## config.mk

```make
export PLATFORM = sky130hd
export DESIGN_NAME = i2s_tx_ctrl
export DESIGN_NICKNAME = d
export VERILOG_FILES = /design/src/rtl/i2s_tx_ctrl.sv
export SDC_FILE = /design/constraint.sdc
export NUM_CORES = 1
export LEC_CHECK = 0
export CAP_MARGIN = 30
export CORE_ASPECT_RATIO = 0.6
export CORE_UTILIZATION = 55
export DETAILED_ROUTE_END_ITERATION = 10
export GPL_ROUTABILITY_DRIVEN = 0
export PLACE_DENSITY = 0.79
export REMOVE_ABC_BUFFERS = 1
export SYNTH_ARGS = -nofsm -noshare
export SYNTH_HDL_FRONTEND = slang
export SYNTH_SLANG_ARGS = --single-unit
```

## constraint.sdc

```tcl
create_clock -name i_tclk -period 3.6 [get_ports i_tclk]
set_clock_uncertainty 0.1 [all_clocks]
set_input_delay 0.54 -clock i_tclk [delete_from_list [all_inputs] [get_ports i_tclk]]
set_output_delay 0.54 -clock i_tclk [all_outputs]
set_load 0.1 [all_outputs]
```

## src/rtl/i2s_tx_ctrl.sv

```systemverilog
// I2S transmit frame sequencer: single-entry stereo sample buffer feeding
// 64-clock frames (two 32-bit slots, left-justified data, WS one bit early).
module i2s_tx_ctrl #(
  parameter int DATA_W = 16
) (
  input  logic              i_tclk,
  input  logic              i_nrst,
  input  logic              i_enable,
  input  logic [DATA_W-1:0] i_left,
  input  logic [DATA_W-1:0] i_right,
  input  logic              i_valid,
  output logic              o_ready,
  output logic              o_ws,
  output logic              o_sd,
  output logic              o_busy,
  output logic              o_underrun,
  input  logic              i_clr_underrun
);

  typedef enum logic [1:0] {
    ST_IDLE = 2'd0,
    ST_ARM  = 2'd1,
    ST_RUN  = 2'd2
  } state_t;

  state_t            state_r, state_s;
  logic [5:0]        pos_r, pos_s;
  logic              buf_full_r, buf_full_s;
  logic [DATA_W-1:0] buf_left_r, buf_right_r;
  logic [DATA_W-1:0] sh_left_r, sh_right_r, sh_left_s, sh_right_s;
  logic              ws_r, ws_s, sd_r, sd_s;
  logic              busy_r, ready_r, ready_s;
  logic              underrun_r, underrun_s;
  logic              accept_s, drain_s, ur_set_s;
  logic [31:0]       slot_l_s, slot_r_s;
  logic [4:0]        bit_idx_s;

  assign accept_s = i_valid && !buf_full_r;

  // Next-state, frame position and shift-register load selection
  always_comb begin
    state_s    = state_r;
    pos_s      = pos_r;
    sh_left_s  = sh_left_r;
    sh_right_s = sh_right_r;
    drain_s    = 1'b0;
    ur_set_s   = 1'b0;
    case (state_r)
      ST_IDLE: begin
        pos_s = 6'd0;
        if (i_enable) begin
          state_s = ST_ARM;
        end else begin
          state_s = ST_IDLE;
        end
      end
      ST_ARM: begin
        pos_s = 6'd0;
        if (!i_enable) begin
          state_s = ST_IDLE;
        end else if (buf_full_r) begin
          state_s    = ST_RUN;
          sh_left_s  = buf_left_r;
          sh_right_s = buf_right_r;
          drain_s    = 1'b1;
        end else begin
          state_s = ST_ARM;
        end
      end
      ST_RUN: begin
        if (pos_r == 6'd63) begin
          pos_s = 6'd0;
          if (!i_enable) begin
            state_s = ST_IDLE;
          end else if (buf_full_r) begin
            sh_left_s  = buf_left_r;
            sh_right_s = buf_right_r;
            drain_s    = 1'b1;
          end else begin
            // no sample ready: transmit the frame as silence
            sh_left_s  = {DATA_W{1'b0}};
            sh_right_s = {DATA_W{1'b0}};
            ur_set_s   = 1'b1;
          end
        end else begin
          pos_s = pos_r + 6'd1;
        end
      end
      default: begin
        state_s = ST_IDLE;
        pos_s   = 6'd0;
      end
    endcase
  end

  // Serial outputs, buffer occupancy and sticky underrun for the coming period
  always_comb begin
    slot_l_s  = 32'(sh_left_s) << (32 - DATA_W);
    slot_r_s  = 32'(sh_right_s) << (32 - DATA_W);
    bit_idx_s = ~pos_s[4:0];
    if (state_s == ST_RUN) begin
      sd_s = pos_s[5] ? slot_r_s[bit_idx_s] : slot_l_s[bit_idx_s];
      ws_s = (pos_s >= 6'd31) && (pos_s <= 6'd62);
    end else begin
      sd_s = 1'b0;
      ws_s = 1'b0;
    end
    if (accept_s) begin
      buf_full_s = 1'b1;
    end else if (drain_s) begin
      buf_full_s = 1'b0;
    end else begin
      buf_full_s = buf_full_r;
    end
    ready_s = !buf_full_s;
    if (ur_set_s) begin
      underrun_s = 1'b1;
    end else if (i_clr_underrun) begin
      underrun_s = 1'b0;
    end else begin
      underrun_s = underrun_r;
    end
  end

  // State and datapath registers, all on the falling bit-clock edge
  always_ff @(negedge i_tclk or negedge i_nrst) begin
    if (!i_nrst) begin
      state_r     <= ST_IDLE;
      pos_r       <= 6'd0;
      buf_full_r  <= 1'b0;
      buf_left_r  <= {DATA_W{1'b0}};
      buf_right_r <= {DATA_W{1'b0}};
      sh_left_r   <= {DATA_W{1'b0}};
      sh_right_r  <= {DATA_W{1'b0}};
      ws_r        <= 1'b0;
      sd_r        <= 1'b0;
      busy_r      <= 1'b0;
      ready_r     <= 1'b1;
      underrun_r  <= 1'b0;
    end else begin
      state_r    <= state_s;
      pos_r      <= pos_s;
      buf_full_r <= buf_full_s;
      if (accept_s) begin
        buf_left_r  <= i_left;
        buf_right_r <= i_right;
      end
      sh_left_r  <= sh_left_s;
      sh_right_r <= sh_right_s;
      ws_r       <= ws_s;
      sd_r       <= sd_s;
      busy_r     <= (state_s != ST_IDLE);
      ready_r    <= ready_s;
      underrun_r <= underrun_s;
    end
  end

  assign o_ready    = ready_r;
  assign o_ws       = ws_r;
  assign o_sd       = sd_r;
  assign o_busy     = busy_r;
  assign o_underrun = underrun_r;

endmodule

```

Word level (Yosys, flattened, before mapping)
Cells that the tools add are included.
{ "op_classes": {"n_addsub": 1, "magnitude_cmp": 3, "n_eq_ne": 4, "n_mux": 39, "n_bitwise": 1, "n_reduce_logical": 7} }
{ "op_table": {"columns": ["cell", "n"], "rows": [
  ["two-way mux 16 bit", 10],
  ["one-hot mux 16 bit (2 select lines)", 2],
  ["two-way mux 1 bit", 17],
  ["two-way mux 6 bit", 2],
  ["binary-select mux 1 bit (select 5 bit)", 2],
  ["two-way mux 2 bit", 4],
  ["adder 6 x 1 -> 6 bit (second input constant)", 1],
  ["equality test 6 bit (second input constant)", 1],
  ["greater-or-equal comparator 6 x 5 -> 1 bit (second input constant)", 1],
  ["<= comparator 6 bit (second input constant)", 1],
  ["< comparator 5 x 6 -> 1 bit (second input constant)", 1],
  ["one-hot mux 2 bit (3 select lines)", 1],
  ["inverter 5 bit", 1],
  ["equality test 2 bit (second input constant)", 2],
  ["nonzero test 2 bit", 2],
  ["equality test 2 x 1 -> 1 bit (second input constant)", 1],
  ["logical AND 1 bit", 2],
  ["logical NOT 1 bit", 2],
  ["logical NOT 2 bit", 1],
  ["one-hot mux 1 bit (2 select lines)", 1]
]} }
{ "totals": {"reg_bits": 78, "output_inout_bits": 5, "word_cells": 67} }

Depth between registers and ports, before layout
{ "depth": {"depth_word": 8, "ltp_mapped": 13} }

==> summary.md <==
| Metric | Value |
|---|---|
| Status | `finished with violations` |
| Failing checks | `setup timing` |
| Post-synth top area cell | `dfrtn_1` |
| CTS Buf Count | `9` |
| Largest net degree at the start of global routing | `44` |
| Seq/Total Area, Yosys | `0.548` |
| Post-synth EDFFs | `0` |
| DR WL/cell | `18.9 um` |
| TritonCTS clock tree | `yes` |
| # nets final | `just under 400` |
| Worst setup path startpoint | `i_enable` |
| Drt first-iter violations | `~230` |
| Clock Path Buffers | `2` |
| Reg-to-Reg End | `o_sd$_DFF_NN0_` |
| Final setup violation count | `1` |
| Clk_lat worst skew | `0.35 ns` |
| Area contributors post-synth | `dfrtn_1 54%, mux2_2 10%, a22o_1 5.4%` |
| Area Growth Syn to Fin | `31.5%` |
| Cell mode on critical path | `buf_6` |
| Die area | `0.00682 mm2` |
| Clk sinks | `between 70 and 80` |
| Via count | `2,673` |
| Pre-CTS WS | `-1.02 ns` |
| Worst-path maximum fanout | `6` |
| Count leader, synth | `dfrtn_1` |
| Clk slew on worst S/H paths | `roughly 0.050 ns` |
| Synth Area in Compound Gates | `0.184` |
| Xor-xnor portion of the synthesized cell area | `0.0123` |
| Fin Hold WS | `around 0.33 ns` |
| Synth top cells by count | `77 x dfrtn_1, 32 x mux2_2, 23 x nand2_1, 22 x a22o_1, 10 x nor2_1` |
| Max Cap Violations | `0` |
| Distinct cells, synth | `55` |
| Drt first pass iters | `4` |
| Tightest Hold Check Type | `flop to flop` |
| Post-route DRC violation count | `0` |
| Max Transition Viols Final | `0` |
| Sequence of cells on the critical path | `buf_8 -> and3_4 -> buf_6 -> and2_4 -> buf_6 -> a22o_1 -> o211a_1 -> a211o_1 -> nand4b_1 -> nand2_1` |
| RSZ-0062 raised after global routing | `yes` |
| RR Startpoint | `state_r[0]$_DFF_NN0_` |
| DR vias/cell | `around 6` |
| Ports | `between 40 and 50` |
| GRT Util Overall | `0.275` |
| Final global-route overflow total | `0` |
| Die Height | `64.4 um` |
| Synthesis-stage register bit count | `78` |
| Fill cells | `between 400 and 500` |
| Die W | `roughly 110 um` |
| Final Non-Filler Cells | `445` |
| First-pass GRT wire length | `about 14,000 um` |
| Crit path required time | `1.89 ns` |
| CP Capture Point | `o_sd$_DFF_NN0_` |
| Stages on worst setup path | `10` |
| R2R depth | `12` |
| Relative slew margins | `0.556` |
| Synth top area share | `0.541` |
| Reg2reg setup slack | `~0.85 ns` |
| Max H-tree Level | `3` |
| P per Cell Area | `860 mW/mm2` |
| Syn Area/Cell | `12.2 um2` |
| Core ar. | `between 0.006 and 0.007 mm2` |
| Largest family of logic cells by synthesized area | `compound AO/OA/AOI/OAI gates` |
| Adder-cell share of the synthesized area | `0.0176` |
| DP HPWL | `5600 um` |
| Commonest register cell after synthesis | `dfrtn_1` |
| Routed wire length | `roughly 8400 um` |
| Fin worst setup slack | `-0.270 ns` |
| Layout cells sized above 1 | `0.307` |
| ANT cells | `0` |
| Post-placement cell count | `428` |
| Mapped Cells | `just under 300` |
| Post-synthesis cell area | `0.00356 mm2` |
| IR drop worst, VDD | `around 0.59 mV` |
| Final hold violation count | `0` |
| Root buffer cell | `clkbuf_8` |
| Total power | `roughly 4 mW` |
| Post-synthesis mux area share | `0.101` |
| Worst slew pin tran | `0.664 ns` |
| Simple-Gate Fraction of Synth Area | `0.0990` |
| Num rows | `22` |
| Initial cell density of the core | `0.576` |
| Static Leakage | `roughly 2.1 nW` |
| Crit end category | `flop` |
| CP max stage delay | `~0.29 ns` |
| Worst setup SP type | `input pin` |
| Antenna-violating nets left | `0` |
| Antenna violations before repair | `0` |
| Critical path's slowest cell | `a211o_1` |
| Worst EP arrival | `approximately 2.2 ns` |
| Top cell family by delay on the critical path | `compound AO/OA/AOI/OAI gates` |
| Yosys warns | `0` |
| Worst Path Buf+Inv | `3` |
| # port buffers | `41` |
| Setup CP Type | `input pin to flop` |
| Post-synth ARST share | `1.00` |
| Vias in the first global route | `about 2,700` |
[worst min-delay path by stage]
| stage | from | endpoint | cells after the start |
|---|---|---|---|
| final | sh_right_r[8]$_DFF_NN0_ | sh_right_r[8]$_DFF_NN0_ | 1 |
| after global routing | sh_right_r[2]$_DFF_NN0_ | sh_right_r[2]$_DFF_NN0_ | 2 |
| after CTS | sh_right_r[8]$_DFF_NN0_ | sh_right_r[8]$_DFF_NN0_ | 1 |
| after detailed placement | sh_right_r[2]$_DFF_NN0_ | sh_right_r[2]$_DFF_NN0_ | 2 |
| after global placement | sh_left_r[5]$_DFF_NN0_ | sh_left_r[5]$_DFF_NN0_ | 2 |
| after floorplan | sh_left_r[5]$_DFF_NN0_ | sh_left_r[5]$_DFF_NN0_ | 2 |
[layer usage]
| metal | up-vias | share of wire | GRT usage |
|---|---|---|---|
| met5 | - | 0 | 0 |
| met4 | 0 | 0.016 | 0.0990 |
| met3 | 16 | 0.070 | 0.0929 |
| met2 | 104 | 0.44 | 0.394 |
| met1 | 1337 | 0.47 | 0.389 |
| li1 | 1216 | - | - |
[registers in the layout, summed over array words and instances (netlist names)]
name,count
buf_full_r,1
buf_left_r,16
buf_right_r,16
o_busy,1
o_ready,1
o_sd,1
o_underrun,1
o_ws,1
pos_r,6
sh_left_r,16
sh_right_r,16
state_r,2
[where the power goes]
part	switching (mW)	internal [mW]
clock network	0.324	0.549
logic	0.773	0.781
registers	0.311	1.29
total	1.41	2.62
[final cells by class]
cell class                      instances  area, um2  area share
Timing Repair Buffer                   71        753       0.161
Clock inverter                          7        136      0.0291
Multi-Input combinational cell        188       1580       0.336
Clock buffer                           10        138      0.0294
Inverter                                7       26.3     0.00560
Tap cell                               84        105      0.0224
Sequential cell                        78       1950       0.417
[cell families after synthesis]
logic type,Yosys count
AOI/OAI and AO/OA,78
muxes,32
DFF,78
and+or+nand+nor,68
adders and majority gates,5
xor gates and xnor gates,5
buffers and inverters,26
[layout by cell type (no fill, tap or decap), types with 5 or more instances in the layout]
cell type | Yosys | layout
a211o_1 | 5 | 5
mux2_2 | 32 | 32
nand2_1 | 23 | 22
a21o_1 | 5 | 5
buf_12 | 0 | 9
buf_4 | 1 | 23
inv_1 | 8 | 8
dfrtn_1 | 77 | 77
clkbuf_8 | 0 | 10
nor2_1 | 10 | 10
a22o_1 | 22 | 22
ha_1 | 5 | 5
a21oi_1 | 7 | 5
nand3_1 | 8 | 8
clkdlybuf4s50_1 | 0 | 34
[what timing repair did]
action,CTS,global route
resized for setup,17,9
cloned,0,0
pin swaps,16,3
setup buffers,1,0
setup endpoints to repair,28,1
hold buffers,0,0
[worst register-to-register path, cell delays in order, from the launching register on]
cell      delay (ns)
dfrtn_1         0.38
inv_1           0.12
ha_1            0.36
nand3_1         0.20
o21ai_4         0.29
and2_4          0.26
buf_6           0.16
buf_4           0.14
a31oi_1         0.04
nor4_1          0.35
a211o_1         0.19
nand4b_1        0.10
nand2_1         0.10
[per-stage QoR]
step / instance area (um2) / util / TNS (ns)
5_1_grt: 4690 / 0.757 / -0.285
3_3_place_gp: 4290 / 0.693 / -20.66
3_5_place_dp: 4290 / 0.693 / -21.91
6_report: 4690 / 0.757 / -0.270
2_1_floorplan: 3460 / - / -12.17
4_1_cts: 4640 / 0.749 / -0.147
Power figures use the tool's default switching activity.
